File: config.mk
export PLATFORM = sky130hd
export DESIGN_NAME = palabra_8_32_rx
export DESIGN_NICKNAME = d
export VERILOG_FILES = /design/src/rtl/palabra_8_32_rx.sv
export SDC_FILE = /design/constraint.sdc
export NUM_CORES = 1
export LEC_CHECK = 0
export BUFFER_PORTS_ARGS = -buffer_cell sky130_fd_sc_hd__buf_2
export CAP_MARGIN = 20
export CORE_UTILIZATION = 49
export DETAILED_ROUTE_END_ITERATION = 8
export PLACE_DENSITY = 0.74
export SLEW_MARGIN = 20
export SYNTH_ARGS = -nofsm -noshare
export SYNTH_HDL_FRONTEND = slang
export SYNTH_SLANG_ARGS = --single-unit
export TNS_END_PERCENT = 20
File: constraint.sdc
create_clock -name clk_4f -period 2.2 [get_ports clk_4f]
set_input_delay 0.22 -clock clk_4f [delete_from_list [all_inputs] [get_ports clk_4f]]
set_output_delay 0.22 -clock clk_4f [all_outputs]
set_load 0.03 [all_outputs]
File: src/rtl/palabra_8_32_rx.sv
// Byte-to-word lane receiver: locks onto a run of COM symbols, then packs
// non-COM bytes into 32-bit words (first byte in [31:24]), flagging broken words.
module palabra_8_32_rx #(
  parameter logic [7:0]  COM      = 8'hBC,
  parameter int unsigned SYNC_CNT = 4
) (
  input  logic        clk_4f,
  input  logic        reset,
  input  logic [7:0]  data_in,
  input  logic        valid_in,
  output logic [31:0] data_out,
  output logic        valid_out,
  output logic        active,
  output logic        error_out,
  output logic [7:0]  err_count
);

  localparam int unsigned BYTE_W = 8;
  localparam int unsigned WORD_W = 32;
  localparam int unsigned LANE_W = 2;
  localparam int unsigned ERR_W  = 8;
  localparam int unsigned CNT_W  = (SYNC_CNT > 1) ? $clog2(SYNC_CNT) : 1;

  localparam logic [CNT_W-1:0]  COM_LAST  = CNT_W'(SYNC_CNT - 1);
  localparam logic [LANE_W-1:0] LANE_LAST = LANE_W'(3);
  localparam logic [ERR_W-1:0]  ERR_MAX   = '1;

  typedef enum logic {
    SEEK = 1'b0,
    SYNC = 1'b1
  } state_t;

  state_t              state;
  state_t              state_nxt;
  logic [CNT_W-1:0]    com_cnt;
  logic [CNT_W-1:0]    com_cnt_nxt;
  logic [LANE_W-1:0]   byte_cnt;
  logic [LANE_W-1:0]   byte_cnt_nxt;
  logic [WORD_W-1:0]   shadow;
  logic [WORD_W-1:0]   shadow_nxt;
  logic [WORD_W-1:0]   data_nxt;
  logic                valid_nxt;
  logic                active_nxt;
  logic                error_nxt;
  logic [ERR_W-1:0]    err_nxt;

  logic                is_com_c;
  logic [WORD_W-1:0]   lane_word_c;

  assign is_com_c = (data_in == COM);

  // Shadow with the incoming byte dropped into the lane selected by byte_cnt.
  always_comb begin
    lane_word_c = shadow;
    case (byte_cnt)
      2'd0:    lane_word_c[31:24] = data_in;
      2'd1:    lane_word_c[23:16] = data_in;
      2'd2:    lane_word_c[15:8]  = data_in;
      default: lane_word_c[7:0]   = data_in;
    endcase
  end

  // Next-state and output decode; only strobed edges make progress.
  always_comb begin
    state_nxt    = state;
    com_cnt_nxt  = com_cnt;
    byte_cnt_nxt = byte_cnt;
    shadow_nxt   = shadow;
    data_nxt     = data_out;
    valid_nxt    = 1'b0;
    active_nxt   = active;
    error_nxt    = 1'b0;
    err_nxt      = err_count;

    if (valid_in) begin
      if (state == SEEK) begin
        if (is_com_c) begin
          if (com_cnt == COM_LAST) begin
            state_nxt   = SYNC;
            active_nxt  = 1'b1;
            com_cnt_nxt = '0;
          end else begin
            com_cnt_nxt = com_cnt + 1'b1;
          end
        end else begin
          com_cnt_nxt = '0;
        end
      end else begin
        if (is_com_c) begin
          // COM at a word boundary is idle fill; mid-word it breaks the word.
          if (byte_cnt != '0) begin
            byte_cnt_nxt = '0;
            shadow_nxt   = '0;
            error_nxt    = 1'b1;
            if (err_count != ERR_MAX) begin
              err_nxt = err_count + 1'b1;
            end
          end
        end else begin
          byte_cnt_nxt = byte_cnt + 1'b1;
          if (byte_cnt == LANE_LAST) begin
            data_nxt   = lane_word_c;
            valid_nxt  = 1'b1;
            shadow_nxt = '0;
          end else begin
            shadow_nxt = lane_word_c;
          end
        end
      end
    end
  end

  // State and output registers.
  always_ff @(posedge clk_4f) begin
    if (reset) begin
      state     <= SEEK;
      com_cnt   <= '0;
      byte_cnt  <= '0;
      shadow    <= '0;
      data_out  <= '0;
      valid_out <= 1'b0;
      active    <= 1'b0;
      error_out <= 1'b0;
      err_count <= '0;
    end else begin
      state     <= state_nxt;
      com_cnt   <= com_cnt_nxt;
      byte_cnt  <= byte_cnt_nxt;
      shadow    <= shadow_nxt;
      data_out  <= data_nxt;
      valid_out <= valid_nxt;
      active    <= active_nxt;
      error_out <= error_nxt;
      err_count <= err_nxt;
    end
  end

  logic unused_c;
  assign unused_c = ^{BYTE_W[0]};

endmodule

==> results.ini <==
[yosys]
synth_top_family_by_area = compound AO/OA/AOI/OAI gates
synth.distinct_cells = 39
yosysWarnings = 0
synth_mux_area_share_pct = 8.11
synth-main-ff-cell = dfxtp_1
netlist_instances = 306
synthSimpleGateAreaFrac_pct = 14.5
avgSynthCellArea_um2 = 9.68
ys_seq_area_share_pct = 48.7
synth.cell_area_um2 = 2960
ys_seq_elements = 72
synth_edf_count = 0
async_reset_ff_share_pct = 0
syn_nets = 323
synth-compound-area-share_pct = 21.2
synth_adder_area_share_pct = 2.53
synthXorXnorAreaFrac_pct = 0

[sta]
timing.fmax_mhz = 496
rsz0062_at_grt = no
finalMaxSlewViolations = 0
finalSetupTns_ns = 0
fin_crit_sh_pct = 91.7
hold_violations = 0
fin_skew_ns = 0.0132
tightest_slew_ns = 0.617
period_needed_ns = 2.02
slew-limit-headroom_pct = 58.8
setup_violations = 0

[critical_path]
ff2ff_path_depth = 5
cp_slowest_cell = or4_4
cp_data_arrival_time_ns = 2.27
r2r_slack_ns = 0.18
worstSetupPathType = reg2reg
critical_path_cell_count = 5
cp-endpoint = err_count[6]$_SDFFE_PP0P_
critPathLaunchType = flip-flop
path_max_fanout = 13
cp-end-kind = flip-flop
r2r_end = err_count[6]$_SDFFE_PP0P_
reg2reg_from = byte_cnt[0]$_SDFFE_PP0P_
startpoint = byte_cnt[0]$_SDFFE_PP0P_
cp_cell_sequence = inv_1 > ha_1 > or4_4 > or4b_1 > and3b_1
cp_top_family = simple AND/OR/NAND/NOR gates
required_ns = 2.45
slowest_delay_ns = 0.62
crit_buf_inv = 1

[floorplanning]
die_x_um = 79.7
initial_core_util_pct = 52.2
core_region_area_um2 = 5680
io-pin-count = 54
die_height_um = 79.7
dieArea_um2 = 6360
row_count = 27

[pwr]
pwr-share-comb_pct = 3.7
peakVddDrop_v = 0.000531
p_seq_share_pct = 52.9
power-per-cell-area_nw_per_um2 = 695
sw_frac_of_total_pct = 22.0
p_int_uw = 1920
clock_power_share_pct = 43.3
p_total_uw = 2460
leakagePower_uw = 0.00145
switchingPower_uw = 542

[cts]
cts_root_buf = clkbuf_8
cts_buffers = 9
htreeDepth = 3
clk_pin_slew_ns = 0.08
clock-sinks = 72
clk_latency_ns = 0.35
cts_tree = yes
cts_buffer_depth = 2

[detailed_routing]
drcViolationCount = 0
ant_nets = 0
drtIter0Drc = 202
wl_mm = 6.65
post_drt_wl_per_cell_um = 15.2
vias_per_cell = 5.63
vias = 2461
first_pass_iters = 4

[placed_design]
routabilityCongestion = 0.842
port_buffers = 53
dpl-instance-area_um2 = 3340
hpwl_mm = 4.49

[global_routing]
grtUsageTotal_pct = 22.6
grt_pass1_vias = 2299
grt_overflow_total = 0
antenna_found_initial = 0
grt_pass1_wl_mm = 11.0
grt_max_degree = 42

[final_layout]
drive_gt1_share_pct = 24.9
finalInstanceArea_um2 = 3540
area_growth_pct = 19.5
num_antenna_cells = 0
layout.nets = 377

[flow_run]
maxCapViolations = 0

[min_path]
hold_path_class = in2reg

[status]
status = complete, no violations

stage by stage:
step / worst slack (ns) / hold WS [ns] / instances / util (%)
after floorplan: 0.162 / 0.373 / 306 / -
after detailed placement: 0.0498 / 0.447 / 421 / 58.8
after global placement: 0.0907 / 0.441 / 421 / 58.8
after CTS: 0.0442 / 0.190 / 437 / 62.3
after global routing: 0.112 / 0.237 / 437 / 62.4
final: 0.183 / 0.199 / 437 / 62.4
worst min-delay path by stage:
| stage | from | end | depth (start not counted) |
|---|---|---|---|
| after floorplan | valid_in | state$_SDFFE_PP0P_ | 2 |
| after global placement | data_out[4]$_SDFFE_PP0P_ | data_out[4]$_SDFFE_PP0P_ | 2 |
| after detailed placement | data_out[1]$_SDFFE_PP0P_ | data_out[1]$_SDFFE_PP0P_ | 2 |
| after CTS | valid_in | state$_SDFFE_PP0P_ | 3 |
| after global routing | reset | byte_cnt[1]$_SDFFE_PP0P_ | 2 |
| final | valid_in | state$_SDFFE_PP0P_ | 3 |
worst reg2reg max path, cell delays in order, from the launching register on:
cell,delay [ns]
dfxtp_1,0.33
inv_1,0.07
ha_1,0.21
or4_4,0.62
or4b_1,0.51
and3b_1,0.18
state kept, by name (all words and copies together) (netlist names):
| signal | cells |
|---|---|
| state | 1 |
| valid_out | 1 |
| byte_cnt | 2 |
| com_cnt | 2 |
| data_out | 32 |
| error_out | 1 |
| active | 1 |
| shadow | 24 |
| err_count | 8 |
cells in the final DEF, fill, tap and decap left out, drive strengths merged, types with 2 or more instances in the layout:
cell type | synthesis | routed
o22ai | 3 | 3
a21oi | 16 | 16
dfxtp | 72 | 72
nand2 | 21 | 21
clkbuf | 11 | 13
o21ai | 3 | 3
a22o | 24 | 24
a211oi | 25 | 25
inv | 5 | 5
nand3 | 6 | 6
a31oi | 3 | 3
o31ai | 5 | 5
mux2i | 24 | 24
nand2b | 2 | 2
and3 | 4 | 4
clkinv | 0 | 2
or4 | 6 | 6
nor2 | 31 | 31
ha | 6 | 6
nor2b | 2 | 2
buf | 19 | 73
or3 | 2 | 2
Yosys cell counts (2+ instances only):
| cell | instances | area share [%] |
|---|---|---|
| nand2b_1 | 2 | 0.42 |
| a21oi_1 | 16 | 2.7 |
| or3_1 | 2 | 0.42 |
| inv_1 | 5 | 0.63 |
| ha_1 | 6 | 2.5 |
| a31oi_1 | 3 | 0.63 |
| clkbuf_1 | 11 | 1.4 |
| a211oi_1 | 25 | 6.3 |
| a22o_1 | 24 | 7.1 |
| nor2_1 | 31 | 3.9 |
| nand3_1 | 6 | 1.0 |
| dfxtp_1 | 72 | 49 |
| nand2_1 | 21 | 2.7 |
| and3_1 | 4 | 0.84 |
| o22ai_1 | 3 | 0.63 |
| mux2i_1 | 24 | 8.1 |
| o31ai_1 | 5 | 1.3 |
| o21ai_0 | 3 | 0.51 |
| nor2b_1 | 2 | 0.42 |
| or4_1 | 6 | 1.5 |
| buf_1 | 10 | 1.3 |
| buf_2 | 8 | 1.4 |
logic make-up (layout without fill, tap and decap cells):
family / count (synthesis) / after routing
adder cells (fa/ha/maj): 6 / 6
AO/OA/AOI/OAI: 86 / 86
flip-flops: 72 / 72
multiplexers: 24 / 24
AND/OR/NAND/NOR: 83 / 83
buffers and inverters: 35 / 94
layer usage:
layer / wire length (um) / GRT usage (%)
met3: 351 / 4.34
met1: 3180 / 30.1
met4: 107 / 9.11
met5: 0 / 0
met2: 3010 / 35.7
power groups by stage:
stage	registers (uW)	logic, uW	clock network [uW]
after floorplan	1330	53.5	0
after global placement	1330	89.6	0
after detailed placement	1330	90.7	0
after CTS	1300	90.9	1070
after global routing	1300	98.1	1130
final	1300	91.6	1070
layout make-up:
type                       count  area, um^2
timing repair buffer          73         415
inverter                       5        18.8
multi-input combinational    199        1380
clock inverter                 3        40.0
tap                           72        90.1
clock buffer                  13         159
fill                         489        2140
sequential                    72        1440
timing repair:
action	4_1_cts	5_1_grt
buffers inserted	0	0
gates resized for setup	0	1
endpoints found under the setup margin	0	5
hold buffers	0	0
No activity file was read; power rests on OpenSTA's default activity.
